--- config.mk ---
export PLATFORM = sky130hd
export DESIGN_NAME = fpalu_sequencer
export DESIGN_NICKNAME = d
export VERILOG_FILES = /design/src/rtl/fpalu_sequencer.sv
export SDC_FILE = /design/constraint.sdc
export NUM_CORES = 1
export LEC_CHECK = 0
export BUFFER_PORTS_ARGS = -buffer_cell sky130_fd_sc_hd__clkbuf_2
export CAP_MARGIN = 40
export CORE_ASPECT_RATIO = 1.2
export CORE_MARGIN = 1
export CORE_UTILIZATION = 52
export CTS_BUF_LIST = sky130_fd_sc_hd__clkbuf_2 sky130_fd_sc_hd__clkbuf_4 sky130_fd_sc_hd__clkbuf_8
export CTS_CLUSTER_SIZE = 25
export DETAILED_ROUTE_END_ITERATION = 16
export HOLD_SLACK_MARGIN = 0.08
export PLACE_DENSITY = 0.82
export SETUP_SLACK_MARGIN = 0.02
export SLEW_MARGIN = 20
export SYNTH_ARGS = -nofsm -noshare
export SYNTH_HDL_FRONTEND = slang
export SYNTH_SLANG_ARGS = --single-unit
--- constraint.sdc ---
create_clock -name iCLK -period 3.1 [get_ports iCLK]
set_clock_uncertainty 0.15 [all_clocks]
set_input_delay 0.62 -clock iCLK [delete_from_list [all_inputs] [get_ports iCLK]]
set_output_delay 0.62 -clock iCLK [all_outputs]
set_load 0.02 [all_outputs]
--- src/rtl/fpalu_sequencer.sv ---
// Multi-cycle launch/stall/writeback sequencer for the FP ALU.
// Holds the PC while the FPALU runs, then issues one FP register write and accumulates fflags.
module fpalu_sequencer #(
  parameter int LAT_ADD  = 3,
  parameter int LAT_MUL  = 4,
  parameter int LAT_DIV  = 12,
  parameter int LAT_SQRT = 16,
  parameter int LAT_MISC = 1,
  parameter int CNT_W    = 5
) (
  input  logic        iCLK,
  input  logic        iRST,
  input  logic        iStart,
  input  logic [4:0]  iOp,
  input  logic        iAbort,
  input  logic [31:0] iFPResult,
  input  logic [4:0]  iFPFlags,
  input  logic        iClearFlags,
  output logic        oFPStart,
  output logic        oStall,
  output logic        oFPRegWrite,
  output logic [31:0] oWBData,
  output logic        oIllegal,
  output logic        oBusy,
  output logic [4:0]  oFFlags,
  output logic [31:0] oStallCount
);

  typedef enum logic [1:0] {S_IDLE, S_WAIT, S_WB} state_t;

  localparam logic [CNT_W-1:0] L_ADD  = CNT_W'(LAT_ADD  - 1);
  localparam logic [CNT_W-1:0] L_MUL  = CNT_W'(LAT_MUL  - 1);
  localparam logic [CNT_W-1:0] L_DIV  = CNT_W'(LAT_DIV  - 1);
  localparam logic [CNT_W-1:0] L_SQRT = CNT_W'(LAT_SQRT - 1);
  localparam logic [CNT_W-1:0] L_MISC = CNT_W'(LAT_MISC - 1);

  state_t           state, state_nxt;
  logic [CNT_W-1:0] cnt, lat;
  logic [4:0]       pend;
  logic             fp_start, stall, reg_write, illegal;

  // Latency is fixed by the counter load at launch, so later iOp changes cannot stretch WAIT.
  always_comb begin
    case (iOp[3:0])
      4'd0, 4'd1: lat = L_ADD;
      4'd2:       lat = L_MUL;
      4'd3:       lat = L_DIV;
      4'd4:       lat = L_SQRT;
      default:    lat = L_MISC;
    endcase
  end

  always_comb begin
    state_nxt = state;
    fp_start  = 1'b0;
    stall     = 1'b0;
    reg_write = 1'b0;
    illegal   = 1'b0;
    case (state)
      S_IDLE: if (iStart) begin
        if (!iOp[4]) begin
          fp_start  = 1'b1;
          stall     = 1'b1;
          state_nxt = S_WAIT;
        end else begin
          illegal = 1'b1;
        end
      end
      S_WAIT: begin
        stall = 1'b1;
        if (iAbort)          state_nxt = S_IDLE;
        else if (cnt == '0)  state_nxt = S_WB;
      end
      S_WB: begin
        reg_write = !iAbort;
        state_nxt = S_IDLE;
      end
      default: state_nxt = S_IDLE;
    endcase
  end

  // Combinational strobes are masked while reset is held so every output reads 0.
  assign oFPStart    = fp_start  & ~iRST;
  assign oStall      = stall     & ~iRST;
  assign oFPRegWrite = reg_write & ~iRST;
  assign oIllegal    = illegal   & ~iRST;
  assign oBusy       = (state != S_IDLE);

  always_ff @(posedge iCLK or posedge iRST) begin
    if (iRST) begin
      state       <= S_IDLE;
      cnt         <= '0;
      pend        <= '0;
      oWBData     <= '0;
      oFFlags     <= '0;
      oStallCount <= '0;
    end else begin
      state <= state_nxt;
      case (state)
        S_IDLE: if (fp_start) begin
          cnt  <= lat;
          pend <= '0;
        end
        S_WAIT: if (!iAbort) begin
          if (cnt == '0) begin
            oWBData <= iFPResult;
            pend    <= pend | iFPFlags;
          end else begin
            cnt <= cnt - 1'b1;
          end
        end
        default: ;
      endcase
      // Clear first, then OR, so flags from a coincident writeback survive.
      if (state == S_WB && !iAbort) oFFlags <= (iClearFlags ? 5'd0 : oFFlags) | pend;
      else if (iClearFlags)         oFFlags <= '0;
      if (stall && oStallCount != 32'hFFFF_FFFF) oStallCount <= oStallCount + 32'd1;
    end
  end

endmodule

* Yosys cells after proc, flatten, opt, wreduce, memory -nomap -nowiden
Index checks and enable logic that the tools add are counted.
** Storage, ports and cells
- Register bits after elaboration :: 81
- Input port bits :: 47
- Output and inout port bits :: 74
- Word-level logic and storage cells :: 67
** Operators by class
- Add/subtract/negate cells :: 2
- Equality and inequality tests :: 14
- Mux-type cells :: 24
- Bitwise logic cells :: 8
- Reductions and logical operators :: 13
** Operators with widths (count)
- $mux W5 :: 8
- $add A32 B1 Y32 const B :: 1
- $ne A32 B32 Y1 const B :: 1
- $pmux W5 S2 :: 2
- $pmux W4 S4 :: 1
- $ne A2 B2 Y1 const B :: 6
- $or A5 B5 Y5 :: 2
- $eq A4 B2 Y1 const B :: 2
- $mux W2 :: 4
- $reduce_and A4 Y1 :: 2
- $mux W1 :: 7
- $reduce_and A3 Y1 :: 2
- $logic_not A5 Y1 :: 1
- $sub A5 B1 Y5 const B :: 1
- $and A1 B1 Y1 :: 4
- $eq A4 B1 Y1 const B :: 1
- $eq A4 B3 Y1 const B :: 1
- $logic_not A4 Y1 :: 1
- $pmux W2 S2 :: 1
- $reduce_bool A2 Y1 :: 2
- $ne A3 B3 Y1 const B :: 1
- $eq A2 B1 Y1 const B :: 1
- $eq A2 B2 Y1 const B :: 1
- $logic_and A1 B1 Y1 :: 2
- other kinds (5) :: 6

* Logic depth before layout (Yosys ltp)
Gate-level depths: netlist (run 1).
- Depth after elaboration :: 5
- Mapped depth :: 7

* Worst setup path after synthesis (run 1)
OpenSTA, ideal clock, no wires.
- Path kind :: reg2reg
- Start :: register cnt[0]
- End :: register oWBData[10]
- Setup time :: 125 ps
- Arrival time :: 2042 ps
- Data required time :: 2825 ps
- Slack :: 783 ps
- Stages on the path, launching flop included :: 8
- Buffers on the path :: 2
- Clock period less this slack :: 2317 ps
- Path through :: dfrtp_1 > inv_1 > ha_1 > or4b_4 > or3_1 > buf_6 > buf_12 > mux2_4
** On the way
- Longest elaborated chain between the ends :: 2
** RTL lines
- start, declared :: line 38 : logic [CNT_W-1:0] cnt, lat;
- start signal, assigned :: line 101 : cnt <= lat;
- start signal, assigned :: line 109 : cnt <= cnt - 1'b1;
- $logic_not A5 Y1 :: line 105 : if (cnt == '0) begin
- $reduce_and A3 Y1 (no source line)
- end signal, assigned :: line 106 : oWBData <= iFPResult;
- end, declared :: line 22 : output logic [31:0] oWBData,
Every way passes these cells.
A chain may end at the register's enable or synchronous reset.

* Worst setup path in the final report (run 1)
Same ends and word-level chain as after synthesis.

==> metrics.md, run 1 <==
| Metric | Value |
|---|---|
| Status | `finished, final reports clean` |
| Post-Syn Area | `3681 µm²` |
| Layout area overhead | `24.24%` |
| Post-Syn Instances | `296` |
| Total Wirelength | `7.470 mm` |
| Initial core utilization | `53.71%` |
| Hold_ws | `0.2587 ns` |
| CTS tree | `done` |
| Final hold vios | `0` |
| Gpl congestion | `0.8325` |
| Max_cap viols | `0` |
| LEAKAGE | `2.374 nW` |
| Worst reg2reg endpoint | `oWBData[10]` |
| Initial antenna violation count | `0` |
| # setup viols final | `0` |
| Arr. time, crit path | `2.83 ns` |
| Pins Over Slew Limit | `0` |
| # clock sinks | `81` |
| Largest net degree at the start of global routing | `45` |
| Setup bufs post-CTS | `0` |
| Detail Route Antenna Nets | `0` |
| # nets final | `470` |
| Number of CTS-inserted buffers | `9` |
| Number of synthesized flops with an enable pin | `0` |
| Hold crit path type | `input pin to async pin` |
| Post-synthesis sequential area ratio | `55.06%` |
| Clock Tree Root | `clkbuf_8` |
| DRT iter0 DRCs | `137` |
| Final period util | `about nine tenths` |
| CP max-delay cell | `or3_2` |
| # H-tree levels | `3` |
| Yosys cell types | `43` |
| Max Clk Rate | `363.1 MHz` |
| Total of warnings raised by yosys | `0` |
| Global route overflow | `0` |
| Worst skew pair latency | `0.35 ns` |
| HPWL after DPL | `5.463 mm` |
| CP Capture Type | `flip-flop` |
| Die Wd | `78.81 µm` |
| RSZ-0062 raised after global routing | `no` |
| FP Rows | `33` |
| Clk buf depth | `2` |
| Worst r2r src | `cnt[0]` |
| Syn nets | `approximately 350` |
| Total track usage | `21.55%` |
| Top cells by area, synth | `dfrtp_1 (55%), mux2_4 (12%), xnor2_1 (5.5%), and4_1 (2.4%), nand2_1 (2.3%)` |
| Vias | `2762` |
| Fin Setup TNS | `0 ns` |
| Post-layout utilization of the core | `66.72%` |
| Flop-to-flop setup slack | `approximately 0.35 ns` |
| Top post-synthesis cells by count | `dfrtp_1 (81), mux2_4 (29), nand2_1 (23), xnor2_1 (23), nor2_1 (16)` |
| Main synth FF type | `dfrtp_1` |
| CTS clk-pin slew, worst paths | `0.08 ns` |
| Synth top area share | `55.06%` |
| DRC | `0` |
| Crit path kind | `flip-flop to flip-flop` |
| I/O Buffers | `between 100 and 150` |
| CP Buf/Inv Count | `2` |
| Inserted Diodes | `0` |
| Share of post-route cells with drive strength above 1 | `41.78%` |
| Die ar. | `7421 µm²` |
| Most common cell in the netlist | `dfrtp_1` |
| Synth Area per Inst | `between 10 and 15 µm²` |
| 1st-pass router iterations | `4` |
| Async S/R FF share, synth | `100.0%` |
| Synth area leader | `dfrtp_1` |
| Worst reg2reg path depth | `6` |
| Fillers | `545` |
| First-pass GRT wire length | `12.21 mm` |
| Mean number of vias per cell | `5.384` |
| Largest stage delay, worst path | `between 0.6 and 0.7 ns` |
| IO Count | `121` |
| Routed WL per cell | `14.56 µm` |
| Max FO, Critical Path | `23` |
| CTS Hold Bufs | `0` |
| Required time worst endpoint | `3.17 ns` |
| Vias in the first global route | `around 2600` |
| Core area | `6854 µm²` |
| Relative slew slack | `47.84%` |
| Critical path startpoint category | `flip-flop` |
| VDD IR-drop max | `0.0005094 V` |
| DIE HEIGHT | `roughly 94 µm` |
| CTS resizes | `0` |
| Tightest Pin Transition | `0.7742 ns` |
| Min Tclk post-route | `2.754 ns` |
| Post-synthesis register bit count | `81` |
| Pwr dens | `806.6 nW/µm²` |
| CP Cell Sequence | `inv_1 -> ha_1 -> or4b_4 -> or3_2 -> buf_12 -> mux2_4` |
| CP delay by family, top | `simple AND/OR/NAND/NOR gates` |
area by class of cell:
type | count | area [µm²] | area share (%)
repair buffers | 122 | 640.6 | 14.01
inverters | 12 | 46.29 | 1.012
multi-input cells | 195 | 1523 | 33.30
well taps | 87 | 108.9 | 2.380
clock buffers | 10 | 137.6 | 3.010
flip-flops and latches | 81 | 2027 | 44.32
clock inverters | 6 | 90.09 | 1.970
power by group:
part | switching, mW | total, mW | internal [mW]
Combinational | 0.668 | 1.24 | 0.577
Clock | 0.388 | 0.867 | 0.478
Sequential | 0.223 | 1.58 | 1.36
Total | 1.28 | 3.69 | 2.41
metrics by stage:
step                power [mW]  instance area, µm²  std cells  setup WS, ns
floorplan                2.433                3681        296        0.2499
finish                   3.689                4573        513        0.3456
global route             3.876                4573        513        0.2600
global placement         2.792                4345        497        0.4672
detailed placement       2.839                4345        497        0.3778
CTS                      3.714                4573        513        0.3566
kinds of logic after synthesis:
group                    after synthesis  synth area share [%]
multiplexers                          34                 13.36
XOR/XNOR                              28                 6.662
adder cells (fa/ha/maj)                2                0.6797
AND/OR/NAND/NOR                       92                 13.46
buffers and inverters                 20                 3.603
flip-flops                            81                 55.06
AO/OA/AOI/OAI                         39                 7.172
placed cells by master, fill, tap and decap left out, drive strengths merged, types with 2 or more instances in the layout:
master,synthesis,routed
clkbuf,3,130
dfrtp,81,81
mux2,34,34
nand2,23,23
xnor2,23,23
nor2,16,16
inv,12,12
and4,10,10
o21ai,10,10
nand3,10,10
a21oi,10,10
nand4,8,8
and3,7,7
nor3,6,6
xor2,5,5
a31oi,5,5
and2,3,3
o21a,3,3
clkinv,0,3
nand2b,2,2
ha,2,2
bufinv,0,2
buf,5,2
a311oi,2,2
sequential cells by signal, indices dropped and copies added (netlist names):
register	count
oWBData	32
cnt	5
pend	5
state	2
oFFlags	5
oStallCount	32
worst max-delay path by stage:
stage,from,to,depth (start not counted)
3_3_place_gp,cnt[0],oWBData[18],6
3_5_place_dp,cnt[0],oWBData[27],6
6_report,cnt[0],oWBData[10],6
2_1_floorplan,iRST,cnt[0],1
5_1_grt,cnt[0],oWBData[11],6
4_1_cts,cnt[0],oWBData[10],6
metal layers:
metal / vias up / routed length [µm] / GRT usage, %
met2: 109 / 3502 / 34.13
met5: - / 0 / 0
met3: 12 / 461 / 5.049
met1: 1338 / 3405 / 28.29
li1: 1303 / - / -
met4: 0 / 100 / 9.105
worst reg2reg max path, cell delays in order, from the launching register on:
cell,delay (ns)
dfrtp_1,0.41
inv_1,0.10
ha_1,0.22
or4b_4,0.49
or3_2,0.69
buf_12,0.27
mux2_4,0.31
No activity file was read; power rests on OpenSTA's default activity.
==> run 2, diff against run 1 <==
--- a/config.mk
+++ b/config.mk
@@ -5,12 +5,14 @@
 export SDC_FILE = /design/constraint.sdc
 export NUM_CORES = 1
 export LEC_CHECK = 0
+export ABC_CLOCK_PERIOD_IN_PS = 2750
 export BUFFER_PORTS_ARGS = -buffer_cell sky130_fd_sc_hd__clkbuf_2
 export CAP_MARGIN = 40
 export CORE_ASPECT_RATIO = 1.2
 export CORE_MARGIN = 1
 export CORE_UTILIZATION = 52
 export CTS_BUF_LIST = sky130_fd_sc_hd__clkbuf_2 sky130_fd_sc_hd__clkbuf_4 sky130_fd_sc_hd__clkbuf_8
+export CTS_CLUSTER_DIAMETER = 80
 export CTS_CLUSTER_SIZE = 25
 export DETAILED_ROUTE_END_ITERATION = 16
 export HOLD_SLACK_MARGIN = 0.08
==> constraint.sdc (replaced) <==
create_clock -name iCLK -period 2.75 [get_ports iCLK]
set_clock_uncertainty 0.15 [all_clocks]
set_input_delay 0.55 -clock iCLK [delete_from_list [all_inputs] [get_ports iCLK]]
set_output_delay 0.55 -clock iCLK [all_outputs]
set_load 0.02 [all_outputs]
==> run 2 against run 1 <==
Effect of this change:
- worst hold slack got worse by 0.14 ns
- non-clock buffer count increased by 2
- cell count increased by 0.19%
- clock power increased by 0.8%
- critical path type unchanged
- clock-buffer cell count increased by 2
- maximum frequency increased by 7.5%
- design area decreased by 0.52%
- combinational power increased by 14%
- critical path depth unchanged
- highest routed layer unchanged
==> metrics.md, run 2 (synthesis gave the netlist of run 1 again) <==
| Metric | Value |
|---|---|
| VDD IR-drop max | `0.0006111 V` |
| Crit path kind | `flip-flop to flip-flop` |
| Dpl cell area | `4350 µm²` |
| Initial core utilization | `~54%` |
| # H-tree levels | `3` |
| 1st-pass router iterations | `4` |
| Pwr dens | `~890 nW/µm²` |
| Layout Cell Area excl Fill | `4549 µm²` |
| Pins Over Slew Limit | `0` |
| Die Wd | `78.81 µm` |
| Top Registers | `oStallCount: 32 flops, oWBData: 32 flops` |
| Max Clk Rate | `just under 400 MHz` |
| LEAKAGE | `2.366 nW` |
| # nets final | `472` |
| Most frequent cells in the layout | `clkbuf_2 (120), dfrtp_1 (81), mux2_4 (29)` |
| Final period util | `93.16%` |
| Area of the multi-input gates | `1523 µm²` |
| Hold crit path type | `input pin to async pin` |
| Fillers | `559` |
| Register area | `between 2000 and 2500 µm²` |
| FP Rows | `33` |
| Inserted Diodes | `0` |
| Critical path startpoint category | `flip-flop` |
| Core area | `a little under 7000 µm²` |
| DRC | `0` |
| Largest net degree at the start of global routing | `63` |
| CP Capture Type | `flip-flop` |
| Routed WL per cell | `about 15 µm` |
| Total track usage | `22.21%` |
| Clk buf depth | `2` |
| CTS clk-pin slew, worst paths | `0.08 ns` |
| RSZ-0062 raised after global routing | `no` |
| IO Count | `121` |
| Net Sw Frac | `34.73%` |
| Layout area overhead | `23.59%` |
| Internal | `2.651 mW` |
| Tot Pwr | `around 4 mW` |
| Sequential share of power | `43.9%` |
| Initial antenna violation count | `0` |
| I/O Buffers | `120` |
| CTS Hold Bufs | `0` |
| Clock Tree Root | `clkbuf_8` |
| Setup bufs post-CTS | `0` |
| Clock network fraction of total power | `21.5%` |
| CTS resizes | `0` |
| Tightest Pin Transition | `0.6883 ns` |
| Commonest non-fill, non-tap cell in the layout | `clkbuf_2` |
| # clock sinks | `81` |
| Relative slew slack | `53.63%` |
| Arr. time, crit path | `2.64 ns` |
| Status | `finished, final reports clean` |
| Number of CTS-inserted buffers | `9` |
| Gpl congestion | `0.8284` |
| HPWL after DPL | `between 5 and 6 mm` |
| Global route overflow | `0` |
| Mean number of vias per cell | `between 5 and 6` |
| Fin Setup TNS | `0 ns` |
| Vias in the first global route | `approximately 2500` |
| Total Wirelength | `7.659 mm` |
| DIE HEIGHT | `94.17 µm` |
| Detail Route Antenna Nets | `0` |
| Final hold vios | `0` |
| Share of post-route cells with drive strength above 1 | `41.92%` |
| # setup viols final | `0` |
| Max FO, Critical Path | `23` |
| Switching power total | `1.411 mW` |
| Die ar. | `roughly 7400 µm²` |
| Vias | `2754` |
| First-pass GRT wire length | `~12 mm` |
| Max_cap viols | `0` |
| CTS tree | `done` |
| Power share of the combinational group | `between 30% and 40%` |
| Worst skew pair latency | `0.35 ns` |
| Min Tclk post-route | `about 2.6 ns` |
| Required time worst endpoint | `2.83 ns` |
| DRT iter0 DRCs | `96` |
==> run 2: critical path, stage by stage, from the launching register on <==
cell and delay [ns]:
dfrtp_1 0.40, inv_1 0.10, ha_1 0.21, or4b_4 0.49
or3_2 0.48, buf_4 0.27, mux2_4 0.34
==> run 2: layout make-up <==
| type | count | area share [%] |
|---|---|---|
| sequential | 81 | 44.55 |
| multi-input combinational | 195 | 33.47 |
| timing repair buffer | 124 | 14.14 |
| clock buffer | 12 | 3.493 |
| tap | 87 | 2.393 |
| inverter | 12 | 1.073 |
| clock inverter | 3 | 0.8801 |
==> run 2: per-stage QoR <==
step / worst slack (ns) / std cells / hold slack, ns / util [%]
3_3_place_gp: 0.2735 / 499 / 0.3163 / 63.47
2_1_floorplan: 0.4328 / 296 / 0.3006 / -
6_report: 0.1882 / 514 / 0.1159 / 66.37
5_1_grt: 0.08537 / 514 / 0.1569 / 66.37
3_5_place_dp: 0.2055 / 499 / 0.3265 / 63.47
4_1_cts: 0.1781 / 514 / 0.1039 / 66.37
==> run 2: path summary, 6_finish.rpt <==
| check | cells past startpoint | slack [ns] | startpoint | end |
|---|---|---|---|---|
| worst max-delay path | 6 | 0.19 | cnt[0] | oWBData[13] |
| worst min-delay path | 2 | 0.12 | iRST | oWBData[5] |
| worst max register to register | 6 | 0.19 | cnt[0] | oWBData[13] |
| worst min register to register | 2 | 0.34 | pend[2] | oFFlags[2] |
| max in group asynchronous | 3 | 1.69 | iRST | oFFlags[1] |
| min in group iCLK | 2 | 0.28 | iFPResult[26] | oWBData[26] |
==> run 2: power by group through the flow <==
stage	logic, mW	clock network [mW]	registers, mW
6_report	1.41	0.874	1.78
5_1_grt	1.51	0.939	1.83
4_1_cts	1.42	0.891	1.78
3_5_place_dp	1.42	0	1.80
3_3_place_gp	1.36	0	1.78
2_1_floorplan	0.654	0	2.09
==> run 2: routing by layer <==
metal	share of wire (%)	GRT usage [%]
met5	0	0
met4	2.1	10.96
met1	45	28.71
met2	47	34.57
met3	6.1	5.631
